## src/rtl/pbus_master_pkg.sv

```systemverilog
// pbus_master_pkg: shared definitions for the pbus master.
//   state_t                        - transfer FSM states (IDLE/SETUP/ACCESS/RESP)
//   DEFAULT_TIMEOUT_CYCLES, DEFAULT_TO_W - default ACCESS-phase timeout settings
package pbus_master_pkg;

    typedef enum logic [1:0] {
        ST_IDLE   = 2'd0,
        ST_SETUP  = 2'd1,
        ST_ACCESS = 2'd2,
        ST_RESP   = 2'd3
    } state_t;

    localparam int unsigned DEFAULT_TIMEOUT_CYCLES = 255;
    localparam int unsigned DEFAULT_TO_W           = 8;

endpackage

```

## src/rtl/pbus_master.sv

```systemverilog
// pbus_master: APB-like bus master driving the pbus bridge slave port.
// Accepts one read/write command at a time, runs SETUP then ACCESS, supervises
// ACCESS with a ready-timeout and returns the result on a response channel.
//   pbus_clk, pbus_rst          - clock, synchronous active-high reset
//   cmd_*                       - host command channel (valid/ready)
//   rsp_*                       - response channel (valid/ready): rdata, err, timeout
//   pbus_addr/write/wdata/sel/enable_o - APB request outputs (all registered)
//   pbus_rdata/ready/slverr_i   - APB completion inputs
// TIMEOUT_CYCLES = 0 disables the timeout; TIMEOUT_CYCLES must be < 2**TO_W.
module pbus_master
    import pbus_master_pkg::*;
#(
    parameter int unsigned TIMEOUT_CYCLES = DEFAULT_TIMEOUT_CYCLES,
    parameter int unsigned TO_W           = DEFAULT_TO_W
) (
    input  logic        pbus_clk,
    input  logic        pbus_rst,
    input  logic        cmd_valid_i,
    output logic        cmd_ready_o,
    input  logic        cmd_write_i,
    input  logic [31:0] cmd_addr_i,
    input  logic [31:0] cmd_wdata_i,
    output logic        rsp_valid_o,
    input  logic        rsp_ready_i,
    output logic [31:0] rsp_rdata_o,
    output logic        rsp_err_o,
    output logic        rsp_timeout_o,
    output logic [31:0] pbus_addr_o,
    output logic        pbus_write_o,
    output logic        pbus_sel_o,
    output logic        pbus_enable_o,
    output logic [31:0] pbus_wdata_o,
    input  logic [31:0] pbus_rdata_i,
    input  logic        pbus_ready_i,
    input  logic        pbus_slverr_i
);

    localparam bit TO_ENABLED = (TIMEOUT_CYCLES != 0);
    localparam logic [TO_W-1:0] TO_LAST =
        TO_W'(TO_ENABLED ? TIMEOUT_CYCLES - 1 : 0);

    state_t          state;
    logic [TO_W-1:0] to_cnt;
    logic            to_hit;

    // Counter holds the number of not-ready ACCESS cycles already seen, so it
    // equals TIMEOUT_CYCLES-1 during the TIMEOUT_CYCLES-th ACCESS cycle.
    assign to_hit = TO_ENABLED && !pbus_ready_i && (to_cnt == TO_LAST);

    // cmd_ready/sel/enable/rsp_valid are registered alongside the state so each
    // is a flop that tracks the state decode without combinational paths.
    always_ff @(posedge pbus_clk) begin
        if (pbus_rst) begin
            state         <= ST_IDLE;
            cmd_ready_o   <= 1'b1;
            rsp_valid_o   <= 1'b0;
            rsp_rdata_o   <= '0;
            rsp_err_o     <= 1'b0;
            rsp_timeout_o <= 1'b0;
            pbus_addr_o   <= '0;
            pbus_write_o  <= 1'b0;
            pbus_wdata_o  <= '0;
            pbus_sel_o    <= 1'b0;
            pbus_enable_o <= 1'b0;
            to_cnt        <= '0;
        end else begin
            case (state)
                ST_IDLE: begin
                    if (cmd_valid_i) begin
                        cmd_ready_o <= 1'b0;
                        if (cmd_addr_i[1:0] == 2'b00) begin
                            pbus_addr_o  <= cmd_addr_i;
                            pbus_write_o <= cmd_write_i;
                            pbus_wdata_o <= cmd_wdata_i;
                            pbus_sel_o   <= 1'b1;
                            state        <= ST_SETUP;
                        end else begin
                            // Misaligned: answer directly, never touch the bus.
                            rsp_valid_o   <= 1'b1;
                            rsp_rdata_o   <= '0;
                            rsp_err_o     <= 1'b1;
                            rsp_timeout_o <= 1'b0;
                            state         <= ST_RESP;
                        end
                    end
                end
                ST_SETUP: begin
                    pbus_enable_o <= 1'b1;
                    to_cnt        <= '0;
                    state         <= ST_ACCESS;
                end
                ST_ACCESS: begin
                    if (pbus_ready_i) begin
                        pbus_sel_o    <= 1'b0;
                        pbus_enable_o <= 1'b0;
                        rsp_valid_o   <= 1'b1;
                        rsp_err_o     <= pbus_slverr_i;
                        rsp_timeout_o <= 1'b0;
                        rsp_rdata_o   <= (pbus_write_o || pbus_slverr_i) ? '0 : pbus_rdata_i;
                        state         <= ST_RESP;
                    end else if (to_hit) begin
                        pbus_sel_o    <= 1'b0;
                        pbus_enable_o <= 1'b0;
                        rsp_valid_o   <= 1'b1;
                        rsp_err_o     <= 1'b1;
                        rsp_timeout_o <= 1'b1;
                        rsp_rdata_o   <= '0;
                        state         <= ST_RESP;
                    end else if (to_cnt != '1) begin
                        to_cnt <= to_cnt + 1'b1;
                    end
                end
                ST_RESP: begin
                    if (rsp_ready_i) begin
                        rsp_valid_o <= 1'b0;
                        cmd_ready_o <= 1'b1;
                        state       <= ST_IDLE;
                    end
                end
                default: begin
                    state <= ST_IDLE;
                end
            endcase
        end
    end

endmodule

```

## config.mk

```make
export PLATFORM = sky130hd
export DESIGN_NAME = pbus_master
export DESIGN_NICKNAME = d
export VERILOG_FILES = /design/src/rtl/pbus_master_pkg.sv /design/src/rtl/pbus_master.sv
export SDC_FILE = /design/constraint.sdc
export NUM_CORES = 1
export LEC_CHECK = 0
export BUFFER_PORTS_ARGS = -buffer_cell sky130_fd_sc_hd__buf_2
export CAP_MARGIN = 25
export CELL_PAD_IN_SITES_DETAIL_PLACEMENT = 0
export CELL_PAD_IN_SITES_GLOBAL_PLACEMENT = 2
export CORE_AREA = 2 2 131 133
export DETAILED_ROUTE_END_ITERATION = 6
export DIE_AREA = 0 0 133 135
export GPL_TIMING_DRIVEN = 0
export PLACE_DENSITY_LB_ADDON = 0.1
export SLEW_MARGIN = 20
export SYNTH_ARGS = -nofsm -noshare
export SYNTH_HDL_FRONTEND = slang
export SYNTH_SLANG_ARGS = --single-unit
```

## constraint.sdc

```tcl
create_clock -name pbus_clk -period 2.64 [get_ports pbus_clk]
set_input_delay 0.528 -clock pbus_clk [delete_from_list [all_inputs] [get_ports pbus_clk]]
set_output_delay 0.528 -clock pbus_clk [all_outputs]
set_load 0.005 [all_outputs]
```

==> run_results.csv, run 1 <==
group,metric,value,unit
floorplanning,die_area,18000,sq um
worst_setup_path,cp.arrival,2.43,ns
logic_synthesis,synth-seq-cells,113,
job,drv_cap,0,
cells_and_area,fin_cells,1000,
global_route,grt_max_degree,17,
sta,postLayoutSetupSlackWorst,0.501,ns
global_route,antenna_found_initial,1,
drt,drt_iter0_markers,192,
placement,finalWeightedCongestion,0.765,
logic_synthesis,syn_avg_cell_area,8.07,sq um
drt,drtAntennaViolNets,0,
power_and_ir_drop,cellPowerDensity,852,nW/um^2
power_and_ir_drop,total_power,5.37,mW
placement,dp_hpwl,10500,um
hold_path,hold_path_class,"input port to register",
logic_synthesis,yosysMostFrequentCell,"nand2_1",
logic_synthesis,ys_top_cells_by_area,"dfxtp_1 (52%), nand2_1 (14%), a21oi_1 (8.3%), nand4_1 (5.0%), o21ai_0 (4.2%)",
worst_setup_path,crit_family,"simple AND/OR/NAND/NOR gates",
sta,setup_viol,0,
floorplanning,rows,47,
cells_and_area,areaGrowthSynthToFinish,43.6,%
clocking,cts_htree_levels,4,
sta,tns,0,ns
drt,dr_total_vias,4521,
clocking,cts_hold_buf,0,
drt,routed.top_layer,"met4",
logic_synthesis,ys_seq_area_share,51.5,%
logic_synthesis,synth_area_leader_cell,"dfxtp_1",
global_route,track_usage,15.7,%
sta,hold_viol,0,
clocking,clk_path_buf_depth,2,
clocking,cts_buffers,17,
worst_setup_path,critPathMaxStageDelay,0.40,ns
sta,max-slew-margin-rel,57.8,%
worst_setup_path,cp_num_buf_inv,3,
power_and_ir_drop,irDropWorstVdd,0.000502,V
sta,max_freq,0.467,GHz
placement,dpl.cell_count,968,
power_and_ir_drop,p_clk_share,44.5,%
drt,dr.pass1.iters,4,
drt,drt-met1-wl,6210,um
sta,finalMaxSlewViolations,0,
outcome,status,"finished, final reports clean",
placement,io_buffers,204,
drt,wl_met2,6620,um
drt,drt-total-wl,14100,um
placement,placed_area,5690,sq um
sta,min_period_over_period,81.0,%
global_route,grt-ovfl-total,0,
global_route,grt_pass1_vias,4426,
floorplanning,core-area,16400,sq um
clocking,cts_setup_buffers,0,
worst_setup_path,critPathCaptureType,"register",
logic_synthesis,synth.top_cell.area_share,51.5,%
worst_setup_path,crit_type,"register to register",
power_and_ir_drop,power_frac_comb,20.1,%
sta,rsz0062_at_grt,"false",
worst_setup_path,critPathMaxFanout,10,
worst_setup_path,worstPathRequired,2.93,ns
floorplanning,floorplan.initialDensity,26.8,%
floorplanning,io_pins,206,
floorplanning,die_y,135,um
drt,routedWlPerCell,14.1,um
drt,drc,0,
clocking,cts_tree,"built",
worst_setup_path,cp_slowest_cell,"dfxtp_1",
sta,tightestPinTransition,0.632,ns
clocking,cts_resized,0,
logic_synthesis,synth-edff-count,0,
logic_synthesis,synthFlopType,"dfxtp_1",
power_and_ir_drop,p_int,3.79,mW
logic_synthesis,ys_top_cells_by_count,"nand2_1 (163), dfxtp_1 (113), a21oi_1 (73), o21ai_0 (37), nand4_1 (35)",
logic_synthesis,netlist-cell-type-count,47,
drt,via_per_inst,4.52,
cells_and_area,drive_gt1_share,33.7,%
clocking,clk_pin_slew,0.06,ns
cells_and_area,num-nets-final,877,
drt,wl_met3,1040,um
cells_and_area,design_area,6310,sq um
global_route,grt_first_pass_wirelength,22100,um
logic_synthesis,netlist_area,4390,sq um
cells_and_area,fillers,1776,
power_and_ir_drop,p_leak,2.80,nW
sta,hold-worst-slack,0.349,ns
clocking,worstSkewPairLatency,0.41,ns
logic_synthesis,async_flop_share,0,%
power_and_ir_drop,p_sw_share,29.5,%
worst_setup_path,startpoint_type,"register",
clocking,cts-root-buf,"clkbuf_16",
logic_synthesis,netlist_instances,544,
cells_and_area,postLayoutCoreUtil,38.4,%
floorplanning,die_x,133,um
cells_and_area,diodes,0,
logic_synthesis,yosys_warnings,0,
clocking,cts.sinks,113,
worst_setup_path,crit_chain,"inv_1 > ha_1 > buf_6 > and2b_1 > o21a_1 > nor2_1 > clkbuf_2 > o21ai_0",
power_and_ir_drop,pwr-share-seq,35.3,%
sta,fin_skew,0.0108,ns
sta,finalCriticalPeriod,2.14,ns
logic_synthesis,synthesis.nets,654,
placement,pre_cts_ws,0.417,ns
power_and_ir_drop,p_sw,1.59,mW
## power groups by stage
stage	registers, mW	logic [mW]	clock network, mW
final	1.90	1.08	2.39
after global routing	1.91	1.22	2.57
after CTS	1.90	1.10	2.47
after detailed placement	1.94	1.10	0
after global placement	1.93	1.08	0
after floorplan	1.94	0.657	0
## layer usage
metal / track usage [%] / vias up
li1: - / 2296
met1: 19.0 / 2080
met2: 24.9 / 130
met3: 6.42 / 15
met4: 5.85 / 0
met5: 0 / -
## placed cells by master (no fill, tap or decap), types with 2 or more instances in the layout
master      count
buf_2         222
nand2_1       163
dfxtp_1       113
a21oi_1        73
o21ai_0        37
nand4_1        35
clkbuf_1       19
clkbuf_16      17
nor2_1         13
inv_1          10
ha_1            7
and3_1          4
nor3_1          4
clkinv_2        4
bufinv_16       4
clkbuf_2        3
nand3_1         3
buf_1           3
clkinvlp_4      3
buf_6           2
o21a_1          2
nor2b_1         2
o31ai_1         2
or4_1           2
a21boi_1        2
mux2i_1         2
a311oi_1        2
clkinv_4        2
## sequential cells by signal (all words and copies together), names as in the netlist
name,cells
pbus_addr_o,32
pbus_wdata_o,32
rsp_rdata_o,32
to_cnt,8
state,2
cmd_ready_o,1
pbus_enable_o,1
pbus_sel_o,1
pbus_write_o,1
rsp_err_o,1
rsp_timeout_o,1
rsp_valid_o,1
## worst min-delay path: cells and delay by family
| family | cells | cell delay (ns) |
|---|---|---|
| buf+inv | 1 | 0.09 |
| simple gates | 1 | 0.04 |
| compound gates | 1 | 0.05 |
## area by class of cell
type / count / area [sq um] / area share, %
inverter: 11 / 41.3 / 0.655
buffer: 44 / 206 / 3.27
timing repair buffer: 204 / 1020 / 16.2
sequential: 113 / 2260 / 35.9
tap: 220 / 275 / 4.37
clock inverter: 14 / 189 / 3.00
clock buffer: 18 / 429 / 6.81
multi-input combinational: 376 / 1880 / 29.8
## logic make-up after synthesis
logic type | synth area share (%)
and+or+nand+nor | 23.4
AOI/OAI and AO/OA | 16.8
DFF | 51.5
buffers and inverters | 5.64
adders and majority gates | 1.99
muxes | 0.456
xor gates and xnor gates | 0.199
## worst paths after layout
check                        from              end  slack [ns]  cells past startpoint
setup / recovery         state[0]  rsp_rdata_o[17]        0.50                      8
hold / removal      cmd_addr_i[7]   pbus_addr_o[7]        0.35                      3
setup reg to reg         state[0]  rsp_rdata_o[17]        0.50                      8
hold reg to reg   pbus_wdata_o[5]  pbus_wdata_o[5]        0.45                      2
Note: power is estimated with default switching activity, not from simulation.
==> run 2: changes to the inputs <==
--- a/config.mk
+++ b/config.mk
@@ -9,9 +9,9 @@
 export CAP_MARGIN = 25
 export CELL_PAD_IN_SITES_DETAIL_PLACEMENT = 0
 export CELL_PAD_IN_SITES_GLOBAL_PLACEMENT = 2
-export CORE_AREA = 2 2 131 133
+export CORE_AREA = 2 2 136 138
 export DETAILED_ROUTE_END_ITERATION = 6
-export DIE_AREA = 0 0 133 135
+export DIE_AREA = 0 0 138 140
 export GPL_TIMING_DRIVEN = 0
 export PLACE_DENSITY_LB_ADDON = 0.1
 export SLEW_MARGIN = 20
==> constraint.sdc (replaced) <==
create_clock -name pbus_clk -period 2.1 [get_ports pbus_clk]
set_input_delay 0.42 -clock pbus_clk [delete_from_list [all_inputs] [get_ports pbus_clk]]
set_output_delay 0.42 -clock pbus_clk [all_outputs]
set_load 0.005 [all_outputs]
==> run 2 against run 1 <==
Combinational power is 31% higher; first-iteration DRC count is 16% lower; clock skew is 0.0052 ns lower; sequential power is 26% higher; power is 28% higher; cell count is 0.80% higher; global-route usage is 0.68 points lower; largest power group unchanged; highest routed layer unchanged.
==> run_results.csv, run 2 (same netlist as run 1, synthesis figures left out) <==
group,metric,value,unit
outcome,status,"finished, final reports clean",
cells_and_area,top_regs,"pbus_addr_o x32, pbus_wdata_o x32, rsp_rdata_o x32",
drt,dr_total_vias,4507,
global_route,antenna_found_initial,0,
drt,routedWlPerCell,14.2,um
cells_and_area,final_common_cell,"buf_2",
cells_and_area,postLayoutCoreUtil,35.9,%
floorplanning,die_area,19300,sq um
job,drv_cap,0,
drt,drt-met1-wl,6080,um
drt,dr.pass1.iters,6,
drt,via_per_inst,4.47,
clocking,clk_pin_slew,0.06,ns
sta,fin_skew,0.00552,ns
clocking,worstSkewPairLatency,0.41,ns
power_and_ir_drop,p_clk_share,44.9,%
worst_setup_path,crit_type,"register to register",
power_and_ir_drop,irDropWorstVdd,0.000601,V
clocking,cts-root-buf,"clkbuf_16",
sta,hold-worst-slack,0.241,ns
drt,wl_met2,7020,um
worst_setup_path,worstPathRequired,2.44,ns
floorplanning,core-area,17800,sq um
worst_setup_path,critPathMaxFanout,9,
sta,tns,0,ns
sta,rsz0062_at_grt,"false",
power_and_ir_drop,cellPowerDensity,1080,nW/um^2
global_route,grt_max_degree,17,
global_route,grt_first_pass_wirelength,23300,um
worst_setup_path,cp.arrival,2.24,ns
cells_and_area,design_area,6380,sq um
cells_and_area,diodes,0,
placement,pre_cts_ws,-0.0231,ns
power_and_ir_drop,p_sw,2.03,mW
worst_setup_path,crit_chain,"inv_1 > ha_1 > buf_6 > nor2b_2 > clkbuf_4 > o211ai_1 > or4_1 > a21boi_1",
power_and_ir_drop,p_sw_share,29.5,%
worst_setup_path,crit_family,"simple AND/OR/NAND/NOR gates",
floorplanning,io_pins,206,
sta,setup_viol,0,
drt,drt_iter0_markers,161,
sta,min_period_over_period,90.3,%
worst_setup_path,cp_num_buf_inv,3,
placement,placed_area,5700,sq um
worst_setup_path,r2r_cells,8,
global_route,grt-ovfl-total,0,
cells_and_area,fillers,1953,
sta,tightestPinTransition,0.659,ns
worst_setup_path,startpoint_type,"register",
clocking,clk_path_buf_depth,2,
placement,io_buffers,204,
power_and_ir_drop,p_int,4.87,mW
placement,dp_hpwl,10700,um
floorplanning,die_x,138,um
sta,max_freq,0.527,GHz
hold_path,hold_depth,3,
clocking,cts_htree_levels,4,
sta,max-slew-margin-rel,56.1,%
worst_setup_path,critPathMaxStageDelay,0.44,ns
clocking,cts_tree,"built",
power_and_ir_drop,power_frac_comb,20.5,%
power_and_ir_drop,p_leak,2.83,nW
global_route,grt_pass1_vias,4534,
drt,drtAntennaViolNets,0,
drt,routed.top_layer,"met4",
worst_setup_path,crit_end,"to_cnt[5]",
sta,finalCriticalPeriod,1.90,ns
worst_setup_path,critPathCaptureType,"register",
worst_setup_path,ff2ff_setup_slack,0.20,ns
worst_setup_path,reg2reg_to,"to_cnt[5]",
drt,drc,0,
sta,hold_viol,0,
drt,wl_met3,990,um
sta,postLayoutSetupSlackWorst,0.204,ns
worst_setup_path,cp_slowest_cell,"or4_1",
cells_and_area,num-nets-final,877,
worst_setup_path,rr_startpoint,"state[0]",
clocking,cts_buffers,17,
power_and_ir_drop,pwr-share-seq,34.6,%
hold_path,hold_path_class,"input port to register",
drt,drt-total-wl,14300,um
cells_and_area,drive_gt1_share,35.2,%
floorplanning,rows,49,
worst_setup_path,path_depth,8,
clocking,cts_hold_buf,0,
cells_and_area,final_cell_mix,"buf_2 (216), nand2_1 (163), dfxtp_1 (112), a21oi_1 (72), o21ai_0 (37)",
floorplanning,floorplan.initialDensity,24.7,%
sta,finalMaxSlewViolations,0,
worst_setup_path,startpoint,"state[0]",
clocking,cts.sinks,113,
cells_and_area,areaGrowthSynthToFinish,45.3,%
floorplanning,die_y,140,um
global_route,track_usage,15.0,%
placement,finalWeightedCongestion,0.746,
==> run 2: changes by cell type in the layout (fill, tap and decap cells not counted), moves of 2 or more <==
cell / before / now
buf_2: 222 / 216
clkbuf_4: 0 / 6
buf_4: 0 / 2
buf_1: 3 / 1
clkbuf_1: 19 / 13
clkbuf_8: 0 / 2
clkinv_2: 4 / 1
clkbuf_2: 3 / 8
==> run 2: repair_timing <==
item | CTS | global route
setup buffers | 0 | 1
pin swaps | 0 | 1
endpoints found under the setup margin | 28 | 74
resized for setup | 1 | 23
==> run 2: area by class of cell <==
type | instances | area, sq um | area share, %
plain buffers | 43 | 228 | 3.57
clock buffers | 19 | 453 | 7.10
clock inverters | 12 | 183 | 2.86
inverters | 11 | 41.3 | 0.647
multi-input cells | 376 | 1900 | 29.7
flip-flops and latches | 113 | 2260 | 35.5
well taps | 229 | 287 | 4.49
repair buffers | 205 | 1030 | 16.1
==> run 2: worst min-delay path by stage <==
| stage | end | slack [ns] | startpoint |
|---|---|---|---|
| after floorplan | rsp_rdata_o[0] | 0.45 | rsp_rdata_o[0] |
| after global placement | pbus_wdata_o[23] | 0.44 | pbus_wdata_o[23] |
| after detailed placement | pbus_wdata_o[5] | 0.44 | pbus_wdata_o[5] |
| after CTS | pbus_addr_o[16] | 0.22 | cmd_addr_i[16] |
| after global routing | pbus_addr_o[16] | 0.23 | cmd_addr_i[16] |
| final | rsp_rdata_o[0] | 0.24 | pbus_rdata_i[0] |
==> run 2: worst min-delay path: cells and delay by family <==
kind / cells / cell delay [ns]
AOI/OAI and AO/OA: 1 / 0.07
and+or+nand+nor: 1 / 0.06
buffers and inverters: 1 / 0.07
==> run 2: layer usage <==
metal | vias to the layer above | GRT usage [%]
met4 | 0 | 5.42
met1 | 2056 | 18.0
li1 | 2303 | -
met5 | - | 0
met3 | 17 | 5.50
met2 | 131 | 24.7
==> run 2: through the flow <==
| stage | power, mW | std cells |
|---|---|---|
| floorplan | 3.26 | 544 |
| global placement | 3.80 | 977 |
| detailed placement | 3.81 | 977 |
| CTS | 6.98 | 1008 |
| global route | 7.31 | 1008 |
| finish | 6.90 | 1008 |
==> run 2: power groups by stage <==
stage	combinational (mW)	clock, mW	sequential [mW]
after floorplan	0.826	0	2.43
after global placement	1.38	0	2.42
after detailed placement	1.38	0	2.43
after CTS	1.39	3.20	2.39
after global routing	1.61	3.29	2.41
final	1.42	3.10	2.39
==> run 3: changes to the inputs <==
--- a/config.mk
+++ b/config.mk
@@ -7,7 +7,7 @@
 export LEC_CHECK = 0
 export BUFFER_PORTS_ARGS = -buffer_cell sky130_fd_sc_hd__buf_2
 export CAP_MARGIN = 25
-export CELL_PAD_IN_SITES_DETAIL_PLACEMENT = 0
+export CELL_PAD_IN_SITES_DETAIL_PLACEMENT = 2
 export CELL_PAD_IN_SITES_GLOBAL_PLACEMENT = 2
 export CORE_AREA = 2 2 136 138
 export DETAILED_ROUTE_END_ITERATION = 6
==> constraint.sdc (replaced) <==
create_clock -name pbus_clk -period 2 [get_ports pbus_clk]
set_input_delay 0.4 -clock pbus_clk [delete_from_list [all_inputs] [get_ports pbus_clk]]
set_output_delay 0.4 -clock pbus_clk [all_outputs]
set_load 0.005 [all_outputs]
==> run 3 against run 2 <==
Combinational power increased by 17%; clock skew increased by 0.0042 ns; first-iteration DRC count decreased by 16%; fmax decreased by 0.59%; critical path type unchanged; largest cell class unchanged; core utilization increased by 0.63 points; highest routed layer unchanged; cell count increased by 0.99%; sequential power increased by 5%; non-clock buffer count increased by 9; die area unchanged; power increased by 9.5%; global-route usage increased by 2.4 points; count of clock-buffer cells in the layout increased by 1.
==> run_results.csv, run 3 (same netlist as run 1, synthesis figures left out) <==
group,metric,value,unit
clocking,worstSkewPairLatency,0.42,ns
hold_path,hold_start,"pbus_rdata_i[26]",
global_route,grt-ovfl-total,0,
drt,dr.pass1.iters,4,
power_and_ir_drop,p_clk_share,44.7,%
cells_and_area,fillers,2120,
worst_setup_path,startpoint_type,"register",
cells_and_area,num-nets-final,886,
drt,drt_iter0_markers,136,
sta,fin_skew,0.00967,ns
floorplanning,die_y,140,um
floorplanning,rows,49,
clocking,cts_tree,"built",
sta,hold_viol,0,
hold_path,hold_path_class,"input port to register",
power_and_ir_drop,irDropWorstVdd,0.000691,V
drt,dr_total_vias,4701,
sta,max_freq,0.524,GHz
sta,min_period_over_period,95.4,%
cells_and_area,final_common_cell,"buf_2",
sta,max-slew-margin-rel,57.0,%
job,drv_cap,0,
floorplanning,die_x,138,um
worst_setup_path,startpoint,"state[0]",
drt,drc,0,
sta,finalCriticalPeriod,1.91,ns
clocking,cts-root-buf,"clkbuf_16",
sta,tightestPinTransition,0.646,ns
floorplanning,core-area,17800,sq um
global_route,grt_first_pass_wirelength,26900,um
power_and_ir_drop,cellPowerDensity,1160,nW/um^2
worst_setup_path,crit_family,"simple AND/OR/NAND/NOR gates",
drt,drtAntennaViolNets,0,
placement,finalWeightedCongestion,0.746,
worst_setup_path,critPathMaxFanout,7,
floorplanning,floorplan.initialDensity,24.7,%
worst_setup_path,critPathMaxStageDelay,0.56,ns
global_route,track_usage,17.4,%
power_and_ir_drop,p_sw_share,29.7,%
cells_and_area,final_cell_mix,"buf_2 (218), nand2_1 (163), dfxtp_1 (112), a21oi_1 (72), o21ai_0 (37)",
cells_and_area,postLayoutCoreUtil,36.5,%
drt,drt-total-wl,16700,um
sta,tns,0,ns
drt,routedWlPerCell,16.4,um
cells_and_area,areaGrowthSynthToFinish,47.8,%
worst_setup_path,cp_slowest_cell,"or4_1",
power_and_ir_drop,pwr-share-seq,33.3,%
placement,dp_hpwl,12600,um
worst_setup_path,worstPathRequired,2.34,ns
clocking,clk_path_buf_depth,2,
drt,via_per_inst,4.62,
global_route,grt_max_degree,17,
worst_setup_path,crit_chain,"inv_2 > ha_1 > buf_6 > nor2b_2 > buf_6 > o211ai_1 > or4_1 > a21boi_1",
sta,hold-worst-slack,0.220,ns
power_and_ir_drop,power_frac_comb,22.0,%
sta,finalMaxSlewViolations,0,
power_and_ir_drop,p_leak,2.88,nW
power_and_ir_drop,p_int,5.31,mW
floorplanning,die_area,19300,sq um
floorplanning,io_pins,206,
clocking,cts.sinks,113,
placement,io_buffers,204,
cells_and_area,drive_gt1_share,36.1,%
power_and_ir_drop,p_sw,2.25,mW
worst_setup_path,ff2ff_setup_slack,0.09,ns
clocking,clk_pin_slew,0.06,ns
clocking,cts_buffers,17,
sta,setup_viol,0,
outcome,status,"finished, final reports clean",
worst_setup_path,path_common_cell,"buf_6",
clocking,cts_htree_levels,4,
cells_and_area,top_regs,"pbus_addr_o x32, pbus_wdata_o x32, rsp_rdata_o x32",
global_route,grt_pass1_vias,5204,
cells_and_area,diodes,0,
worst_setup_path,cp.arrival,2.25,ns
worst_setup_path,rr_startpoint,"state[0]",
worst_setup_path,critPathCaptureType,"register",
sta,rsz0062_at_grt,"false",
worst_setup_path,crit_type,"register to register",
worst_setup_path,cp_num_buf_inv,3,
global_route,antenna_found_initial,0,
==> run 3: cell count changes in the layout (fill, tap and decap cells not counted), sizes merged <==
cell / change
buf: +14
clkbuf: -4
clkinvlp: +1
bufinv: +1
clkinv: -2
==> run 3: final cells by class <==
cell class / instances / area (sq um) / share of cell area, %
flip-flops and latches: 113 / 2270 / 34.9
inverters: 11 / 41.3 / 0.636
repair buffers: 214 / 1100 / 16.9
clock inverters: 12 / 206 / 3.18
well taps: 229 / 287 / 4.41
plain buffers: 43 / 236 / 3.64
multi-input cells: 376 / 1910 / 29.5
clock buffers: 20 / 447 / 6.88
==> run 3: worst register-to-register path: stages, from the launching register on <==
cell and delay (ns):
dfxtp_4 0.35, inv_2 0.05, ha_1 0.20, buf_6 0.13, nor2b_2 0.12, buf_6 0.13, o211ai_1 0.16, or4_1 0.56
a21boi_1 0.15
==> run 3: per-layer routing <==
metal  GRT usage, %  vias up  share of wire [%]
li1               -     2322                  -
met5              0        -                  0
met3           6.12       17                5.8
met1           19.6     2248                 41
met2           31.0      114                 52
met4           5.05        0                1.2
==> run 3: final timing paths <==
check                           cells after the start               to
worst min-delay path                                3  rsp_rdata_o[26]
worst max-delay path                                8        to_cnt[5]
worst max register to register                      8        to_cnt[5]
worst min register to register                      2  pbus_wdata_o[2]
==> run 3: metrics by stage <==
stage	area, sq um	setup slack, ns	power (mW)	std cells
2_1_floorplan	4390	0.264	3.42	544
3_3_place_gp	5700	-0.112	3.99	977
3_5_place_dp	5700	-0.174	4.06	977
4_1_cts	6410	0.0458	7.56	1013
5_1_grt	6490	0.00182	8.02	1018
6_report	6490	0.0924	7.55	1018
==> run 3: power groups by stage <==
stage,Clock (mW),Combinational [mW],Sequential (mW)
after detailed placement,0,1.50,2.56
after floorplan,0,0.867,2.56
final,3.38,1.66,2.51
after global placement,0,1.45,2.55
after CTS,3.47,1.57,2.52
after global routing,3.60,1.88,2.54
==> run 3: repair_timing <==
item                       in CTS  in global routing
resized for setup              14                 16
pin swaps                       1                  3
hold endpoints to repair        0                  0
setup endpoints to repair      75                 39
hold buffers                    0                  0
buffers inserted                4                  6
